--- config.mk ---
export PLATFORM = sky130hd
export DESIGN_NAME = mem_port_arbiter
export DESIGN_NICKNAME = d
export VERILOG_FILES = /design/src/rtl/mem_arb_pkg.sv /design/src/rtl/arb_owner_fifo.sv /design/src/rtl/mem_port_arbiter.sv
export SDC_FILE = /design/constraint.sdc
export NUM_CORES = 1
export LEC_CHECK = 0
export BUFFER_PORTS_ARGS = -buffer_cell sky130_fd_sc_hd__buf_2
export CORE_AREA = 2 2 199 201
export CTS_CLUSTER_SIZE = 28
export DETAILED_ROUTE_END_ITERATION = 8
export DIE_AREA = 0 0 201 203
export PLACE_DENSITY = 0.43
export SYNTH_ARGS = -nofsm -noshare
export SYNTH_HDL_FRONTEND = slang
export SYNTH_SLANG_ARGS = --single-unit
--- constraint.sdc ---
create_clock -name clk -period 13.2 [get_ports clk]
set_input_delay 1.98 -clock clk [delete_from_list [all_inputs] [get_ports clk]]
set_output_delay 1.98 -clock clk [all_outputs]
set_load 0.01 [all_outputs]
--- src/rtl/mem_arb_pkg.sv ---
// Shared constants and the round-robin pick helper for the memory port arbiter.
package mem_arb_pkg;

   localparam int REQ_W_DEFAULT = 100;
   localparam int RSP_W_DEFAULT = 65;

   // Owner encoding stored in the owner FIFO
   localparam logic OWNER_IF = 1'b0;
   localparam logic OWNER_LS = 1'b1;

   typedef struct packed {
      logic grant_if;
      logic grant_ls;
   } grant_t;

   // Single requester wins outright; on a tie the side not granted last wins.
   function automatic grant_t rr_pick(input logic if_valid,
                                      input logic ls_valid,
                                      input logic last_grant);
      grant_t g;
      g.grant_if = 1'b0;
      g.grant_ls = 1'b0;
      case ({if_valid, ls_valid})
         2'b10: g.grant_if = 1'b1;
         2'b01: g.grant_ls = 1'b1;
         2'b11: begin
            if (last_grant == OWNER_IF) begin
               g.grant_ls = 1'b1;
            end else begin
               g.grant_if = 1'b1;
            end
         end
         default: begin
            g.grant_if = 1'b0;
            g.grant_ls = 1'b0;
         end
      endcase
      return g;
   endfunction

endpackage

--- src/rtl/arb_owner_fifo.sv ---
// In-order 1-bit owner FIFO: records which requester owns each outstanding request.
module arb_owner_fifo #(
   parameter int DEPTH = 4
) (
   input  logic clk,
   input  logic reset,
   input  logic push,
   input  logic push_data,
   input  logic pop,
   output logic head,
   output logic full,
   output logic empty
);

   localparam int AW = $clog2(DEPTH);

   logic [DEPTH-1:0] mem_r;
   logic [AW-1:0]    wr_ptr_r;
   logic [AW-1:0]    rd_ptr_r;
   logic [AW:0]      count_r;
   logic             push_en_s;
   logic             pop_en_s;

   assign push_en_s = push && !full;
   assign pop_en_s  = pop && !empty;

   assign head  = mem_r[rd_ptr_r];
   assign full  = (count_r == (AW+1)'(DEPTH));
   assign empty = (count_r == {(AW+1){1'b0}});

   // Pointer and occupancy bookkeeping; pointers wrap naturally at DEPTH
   always_ff @(posedge clk) begin
      if (reset) begin
         wr_ptr_r <= {AW{1'b0}};
         rd_ptr_r <= {AW{1'b0}};
         count_r  <= {(AW+1){1'b0}};
      end else begin
         if (push_en_s) begin
            wr_ptr_r <= wr_ptr_r + AW'(1);
         end
         if (pop_en_s) begin
            rd_ptr_r <= rd_ptr_r + AW'(1);
         end
         case ({push_en_s, pop_en_s})
            2'b10:   count_r <= count_r + (AW+1)'(1);
            2'b01:   count_r <= count_r - (AW+1)'(1);
            default: count_r <= count_r;
         endcase
      end
   end

   // Owner storage; contents are don't-care while the slot is not occupied
   always_ff @(posedge clk) begin
      if (push_en_s) begin
         mem_r[wr_ptr_r] <= push_data;
      end
   end

endmodule

--- src/rtl/mem_port_arbiter.sv ---
// Two-to-one arbiter sharing the memory request port between fetch and load/store,
// with in-order routing of memory responses back to the issuing requester.
module mem_port_arbiter
   import mem_arb_pkg::*;
#(
   parameter int REQ_W           = REQ_W_DEFAULT,
   parameter int RSP_W           = RSP_W_DEFAULT,
   parameter int MAX_OUTSTANDING = 4
) (
   input  logic             clk,
   input  logic             reset,
   input  logic             if_req_valid,
   input  logic [REQ_W-1:0] if_req_bus,
   output logic             arb_if_allow_in,
   input  logic             ls_req_valid,
   input  logic [REQ_W-1:0] ls_req_bus,
   output logic             arb_ls_allow_in,
   output logic             arb_to_mem_valid,
   output logic [REQ_W-1:0] arb_to_mem_bus,
   input  logic             mem_allow_in,
   input  logic             mem_to_arb_valid,
   input  logic [RSP_W-1:0] mem_to_arb_bus,
   output logic             arb_rsp_allow_in,
   output logic             arb_to_if_valid,
   output logic [RSP_W-1:0] arb_to_if_bus,
   input  logic             if_rsp_allow_in,
   output logic             arb_to_ls_valid,
   output logic [RSP_W-1:0] arb_to_ls_bus,
   input  logic             ls_rsp_allow_in
);

   logic             req_valid_r;
   logic [REQ_W-1:0] req_reg_r;
   logic             last_grant_r;
   logic             req_allow_in_s;
   logic             can_grant_s;
   logic             grant_fire_s;
   logic             grant_owner_s;
   grant_t           pick_s;
   logic             fifo_head_s;
   logic             fifo_full_s;
   logic             fifo_empty_s;
   logic             fifo_pop_s;

   // A full owner FIFO blocks granting even if a response pops this cycle
   assign req_allow_in_s = !req_valid_r || mem_allow_in;
   assign can_grant_s    = req_allow_in_s && !fifo_full_s;
   assign pick_s         = rr_pick(if_req_valid, ls_req_valid, last_grant_r);

   assign arb_if_allow_in = can_grant_s && pick_s.grant_if;
   assign arb_ls_allow_in = can_grant_s && pick_s.grant_ls;
   assign grant_fire_s    = arb_if_allow_in || arb_ls_allow_in;
   assign grant_owner_s   = pick_s.grant_ls ? OWNER_LS : OWNER_IF;

   assign arb_to_mem_valid = req_valid_r;
   assign arb_to_mem_bus   = req_reg_r;

   // Request stage valid and round-robin history; history moves only on a real grant
   always_ff @(posedge clk) begin
      if (reset) begin
         req_valid_r  <= 1'b0;
         last_grant_r <= OWNER_IF;
      end else if (grant_fire_s) begin
         req_valid_r  <= 1'b1;
         last_grant_r <= grant_owner_s;
      end else if (req_allow_in_s) begin
         req_valid_r  <= 1'b0;
      end else begin
         req_valid_r  <= req_valid_r;
      end
   end

   // Request payload; held while memory stalls, so no reset is needed
   always_ff @(posedge clk) begin
      if (grant_fire_s) begin
         req_reg_r <= pick_s.grant_ls ? ls_req_bus : if_req_bus;
      end
   end

   // Responses pass straight through to whichever requester owns the FIFO head
   assign arb_to_if_valid  = mem_to_arb_valid && !fifo_empty_s && (fifo_head_s == OWNER_IF);
   assign arb_to_ls_valid  = mem_to_arb_valid && !fifo_empty_s && (fifo_head_s == OWNER_LS);
   assign arb_to_if_bus    = mem_to_arb_bus;
   assign arb_to_ls_bus    = mem_to_arb_bus;
   assign arb_rsp_allow_in = !fifo_empty_s &&
                             ((fifo_head_s == OWNER_LS) ? ls_rsp_allow_in : if_rsp_allow_in);
   assign fifo_pop_s       = mem_to_arb_valid && arb_rsp_allow_in;

   arb_owner_fifo #(
      .DEPTH (MAX_OUTSTANDING)
   ) u_owner_fifo (
      .clk       (clk),
      .reset     (reset),
      .push      (grant_fire_s),
      .push_data (grant_owner_s),
      .pop       (fifo_pop_s),
      .head      (fifo_head_s),
      .full      (fifo_full_s),
      .empty     (fifo_empty_s)
   );

endmodule

## Yosys cells after proc, flatten, opt, wreduce, memory -nomap -nowiden

Index checks and enable logic that the tools add are counted.

- Add/subtract/negate cells: 4
- Order comparisons: 3
- Eq/ne operators: 6
- Multiplexer cells: 15
- Bitwise logic cells: 1
- Reduce and logical (&&, ||, !) cells: 19

Operator list:

| operator | count |
|---|---|
| 100-bit two-way mux | 1 |
| 1-bit logical AND | 11 |
| 1-bit two-way mux | 8 |
| 2-bit == test, second input constant | 3 |
| 2-bit by 3-bit < comparator with 1-bit output, second input constant | 2 |
| 3-bit case mux with 2 select lines | 1 |
| 2-bit by 1-bit adder with 2-bit output, second input constant | 2 |
| 4-bit bitwise mux | 1 |
| 2-bit by 1-bit == test with 1-bit output, second input constant | 2 |
| 1-bit case mux with 2 select lines | 2 |
| 2-bit nonzero test | 2 |
| 3-bit by 1-bit adder with 3-bit output, second input constant | 1 |
| 3-bit == test, second input constant | 1 |
| 1-bit zero test | 3 |
| 3-bit zero test | 1 |
| 3-bit by 1-bit subtractor with 3-bit output, second input constant | 1 |
| 1-bit binary-select mux with 2-bit select | 1 |
| 1-bit demux with 2-bit select | 1 |
| 2-bit by 1-bit >= comparator with 1-bit output, second input constant | 1 |
| 1-bit logical OR | 2 |
| 1-bit NOT | 1 |

- Register bits: 113
- Input bits: 273
- Logic and storage cells: 55

## Depth between registers and ports, before layout

- Word-level depth: 8
- Gate-level depth with buffers: 10

## Cells and area by module

Synthesis repeated with hierarchy kept, for this count alone.

- Cells, all modules: 417
- Area total of the unflattened synthesis: 6,346.1 µm²

By module, submodules not included:

| module | instances | cells each | area an instance (µm²) | seq. area each (µm²) |
|---|---|---|---|---|
| mem_port_arbiter | 1 | 362 | 5,775.5 | 3,042.9 |
| arb_owner_fifo | 1 | 55 | 570.5 | 260.2 |

## Worst setup path before layout

Ideal clock, no wire load.

- Path type: input to register
- From: in mem_allow_in
- To: reg u_owner_fifo.count_r[2]
- Data arrival time: 6.241 ns
- Slack: 6.889 ns
- Stages on the path: 10
- Buffers on the path: 1
- Cell sequence: nand2b_1 -> o211a_1 -> clkbuf_1 -> inv_2 -> ha_1 -> inv_1 -> fa_1 -> xor2_1 -> or3_1 -> a21oi_1

- Longest elaborated chain between the ends: 7

Ends and longest elaborated chain:

| what | line | text |
|---|---|---|
| start: declaration | mem_port_arbiter.sv:20 | `input logic mem_allow_in,` |
| 1-bit logical OR (*) | mem_port_arbiter.sv:46 | `assign req_allow_in_s = !req_valid_r \|\| mem_allow_in;` |
| 1-bit logical AND (*) | mem_port_arbiter.sv:47 | `assign can_grant_s = req_allow_in_s && !fifo_full_s;` |
| 1-bit logical AND, on equally long branches | mem_port_arbiter.sv:50, mem_port_arbiter.sv:51 |  |
| 1-bit logical OR (*) | mem_port_arbiter.sv:52 | `assign grant_fire_s = arb_if_allow_in \|\| arb_ls_allow_in;` |
| via grant_fire_s | mem_port_arbiter.sv:37 | `logic grant_fire_s;` |
| 1-bit logical AND (*) | arb_owner_fifo.sv:24 | `assign push_en_s = push && !full;` |
| 2-bit by 1-bit == test with 1-bit output or 2-bit == test (tied branches) | arb_owner_fifo.sv:44 | `case ({push_en_s, pop_en_s})` |
| 3-bit case mux with 2 select lines or 2-bit nonzero test (tied branches) | - |  |
| end signal: assignment | arb_owner_fifo.sv:45 | `2'b10: count_r <= count_r + (AW+1)'(1);` |
| end signal: assignment | arb_owner_fifo.sv:46 | `2'b01: count_r <= count_r - (AW+1)'(1);` |
| end signal: assignment | arb_owner_fifo.sv:47 | `default: count_r <= count_r;` |
| end: declaration | arb_owner_fifo.sv:20 | `logic [AW:0] count_r;` |

Mark *: on every way through the listed nets, which the timed path passes. The rest lies on a longest branch.
A chain may end at the register's enable or synchronous reset.

## Final worst setup path

- From: in ls_req_valid
- To: out arb_if_allow_in

- Longest elaborated chain between the ends: 3

Ends and longest elaborated chain:

| what | line | text |
|---|---|---|
| start: declaration | mem_port_arbiter.sv:15 | `input logic ls_req_valid,` |
| 2-bit == test | mem_arb_pkg.sv:23 | `case ({if_valid, ls_valid})` |
| 1-bit case mux with 2 select lines (*) | mem_arb_pkg.sv:23 |  |
| 1-bit logical AND (*) | mem_port_arbiter.sv:50 | `assign arb_if_allow_in = can_grant_s && pick_s.grant_if;` |
| end: declaration | mem_port_arbiter.sv:14 | `output logic arb_if_allow_in,` |

Every way passes the cells marked *; elsewhere a longest branch is shown, timed or not.

==> results.ini <==
[clocking]
htree_levels = 4
ctsRootBufferMaster = clkbuf_16
cts_tree = done
cts_buffers = 17
cts.sinks = 113
holdBufCountCts = 0
clk_pin_slew_ns = 0.07
cts_resized = 0
clock_latency_ns = 0.43
clockBufferDepth = 2
post-cts-setup-buffer-count = 0

[floorplanning]
rows = 72
die_area_um2 = 40800
die_w_um = 201
start_util_pct = 15.3
core-area_um2 = 38500
chipHeight_um = 203
boundaryPins = 509

[cells_and_area]
drive_above_1_share_pct = 61.8
syn2layout_area_growth_pct = 30.6
final_cell_mix = 313 x buf_2, 104 x edfxtp_1, 70 x mux2_1, 30 x mux2_2, 17 x clkbuf_16
antenna_cells = 0
nNetsFinal = 884
layout_commonest_cell = buf_2
final_util_pct = 20.0
final_cell_area_um2 = 7690

[worst_hold_path]
min_to = last_grant_r
hold_path_depth = 2
hold_class = flip-flop to flip-flop
hold_start = last_grant_r

[logic_synthesis]
muxShareOfSynthArea_pct = 20.2
yosysWarnings = 0
synth_top_family_by_area = multiplexers
synth_area_leaders = edfxtp_1 53%, buf_4 17%, mux2_1 13%
synth-compound-area-share_pct = 1.25
synth_area_per_cell_um2 = 14.2
synthFlopType = edfxtp_1
synthArstFlopShare_pct = 0
synth-edff-count = 104
synth_seq_cells = 113
synth_xor_xnor_area_share_pct = 0.595
syn_nets = 692
synth_cell_types = 33
yosysSeqAreaShare_pct = 56.1
synth-simple-area-share_pct = 2.32
synth_area_leader_cell = edfxtp_1
synthCells = 413
synth_top_area_share_pct = 53.1
synthAdderAreaFrac_pct = 1.40
syn-cell-area_um2 = 5880

[sta]
hold_viol = 0
maxSlewHeadroom_pct = 40.7
fin_tns_setup_ns = 0
period_share_pct = 39.4
fmaxAchievable_mhz = 192
skew_ns = 0.0155
finalCriticalPeriod_ns = 5.21
drv_slew = 0
final-setup-viol-count = 0
worst_pin_slew_ns = 0.889
whs_ns = 0.512
rsz0062_at_grt = false

[pwr]
internal_power_uw = 860
irDropWorstVdd_mv = 0.0842
leakagePower_uw = 0.00322
swShare_pct = 28.8
p_switching_uw = 348
p_seq_share_pct = 41.0
p_per_area_nw_per_um2 = 157
clkPwrFrac_pct = 38.8
pwr-share-comb_pct = 20.2

[global_routing]
grt_max_degree = 62
track_usage_pct = 8.25
antenna_found_initial = 2
grt-ovfl-total = 0
grt_pass1_wl_um = 24400
grt_pass1_vias = 4031

[route]
drt-total-wl_um = 16900
dr.pass1.iters = 4
vias = 3751
wl_per_cell_um = 14.9
vias_per_cell = 3.30
drc = 0
postRouteAntennaNets = 0
drt_iter0_drc = 99

[run_status]
outcome = finished, final reports clean

[placement]
place_area_um2 = 7100
hpwl_um = 12800
place.gp.congestion = 0.718
io_buffer_count = 313

[critical_path]
crit_type = primary input to output port
critical_path.max_stage_delay_ns = 0.62
crit_fanout = 61
rrSetupSlack_ns = 10.55
crit_top_cell = buf_2
end_kind = output port
worst_setup_path_start_kind = primary input
critPathArrivalTime_ns = 3.23
crit_slowest_cell = buf_4
path_cells = buf_2 -> a21boi_4 -> buf_4 -> nor2_1 -> buf_2
r2r-end = u_owner_fifo.count_r[2]
reg2regPathDepth = 8
r2r_start = u_owner_fifo.rd_ptr_r[0]
cp_data_required_time_ns = 11.22

[job]
drv_cap = 0

==> power groups by stage <==
stage          Combinational [uW]  Sequential, uW  Clock, uW
2_1_floorplan                 141             537          0
3_3_place_gp                  251             503          0
3_5_place_dp                  251             504          0
4_1_cts                       252             497        494
5_1_grt                       271             502        505
6_report                      244             495        469
==> per-layer routing <==
layer,wire length (um),vias up,GRT usage (%)
met5,0,-,0
met4,623,0,4.66
met3,1940,58,4.17
met2,8150,250,13.9
met1,6200,1716,8.30
li1,-,1727,-
==> synthesized netlist by cell type, types with 2 or more instances <==
master	count
xor2_1	2
clkbuf_1	2
o311ai_0	2
mux2i_1	2
dfxtp_1	9
edfxtp_1	104
nand2b_1	3
and2_1	5
mux2_1	70
buf_4	130
ha_1	5
buf_2	11
mux2_2	30
inv_1	5
nor2_1	10
xnor2_1	2
a21oi_1	5
==> worst max-delay path by stage <==
| stage | start | to | slack (ns) |
|---|---|---|---|
| floorplan | mem_allow_in | u_owner_fifo.count_r[2] | 6.89 |
| global placement | ls_req_valid | arb_if_allow_in | 8.00 |
| detailed placement | ls_req_valid | arb_if_allow_in | 7.96 |
| CTS | ls_req_valid | arb_if_allow_in | 7.96 |
| global route | ls_req_valid | arb_if_allow_in | 7.87 |
| finish | ls_req_valid | arb_if_allow_in | 7.99 |
==> through the flow <==
stage	power, uW	setup slack, ns	instances
floorplan	678	6.89	413
global placement	754	8.00	1104
detailed placement	755	7.96	1104
CTS	1240	7.96	1136
global route	1280	7.87	1136
finish	1210	7.99	1136
==> logic make-up (layout without fill, tap and decap cells) <==
| kind of cell | Yosys count | in the layout |
|---|---|---|
| AO/OA/AOI/OAI | 11 | 11 |
| XOR/XNOR | 4 | 4 |
| adder cells (fa/ha/maj) | 6 | 6 |
| buffers and inverters | 149 | 354 |
| flip-flops | 113 | 113 |
| multiplexers | 104 | 104 |
| AND/OR/NAND/NOR | 26 | 26 |
==> final cells by class <==
class / count / area, um2
clock inverters: 14 / 156
clock buffers: 18 / 429
flip-flops and latches: 113 / 3300
inverters: 6 / 22.5
multi-input cells: 151 / 1540
fillers: 4215 / 30800
well taps: 518 / 648
repair buffers: 316 / 1590
==> state kept, by name (all words and copies together), names as in the netlist <==
name	cells
u_owner_fifo.count_r	3
arb_to_mem_valid	1
u_owner_fifo.mem_r	4
arb_to_mem_bus	100
u_owner_fifo.wr_ptr_r	2
last_grant_r	1
u_owner_fifo.rd_ptr_r	2
==> critical path: cells and delay by family <==
| kind | cells | cell delay [ns] |
|---|---|---|
| buffers and inverters | 3 | 0.90 |
| and+or+nand+nor | 1 | 0.12 |
| AOI/OAI and AO/OA | 1 | 0.17 |
No activity file was read; power rests on OpenSTA's default activity.
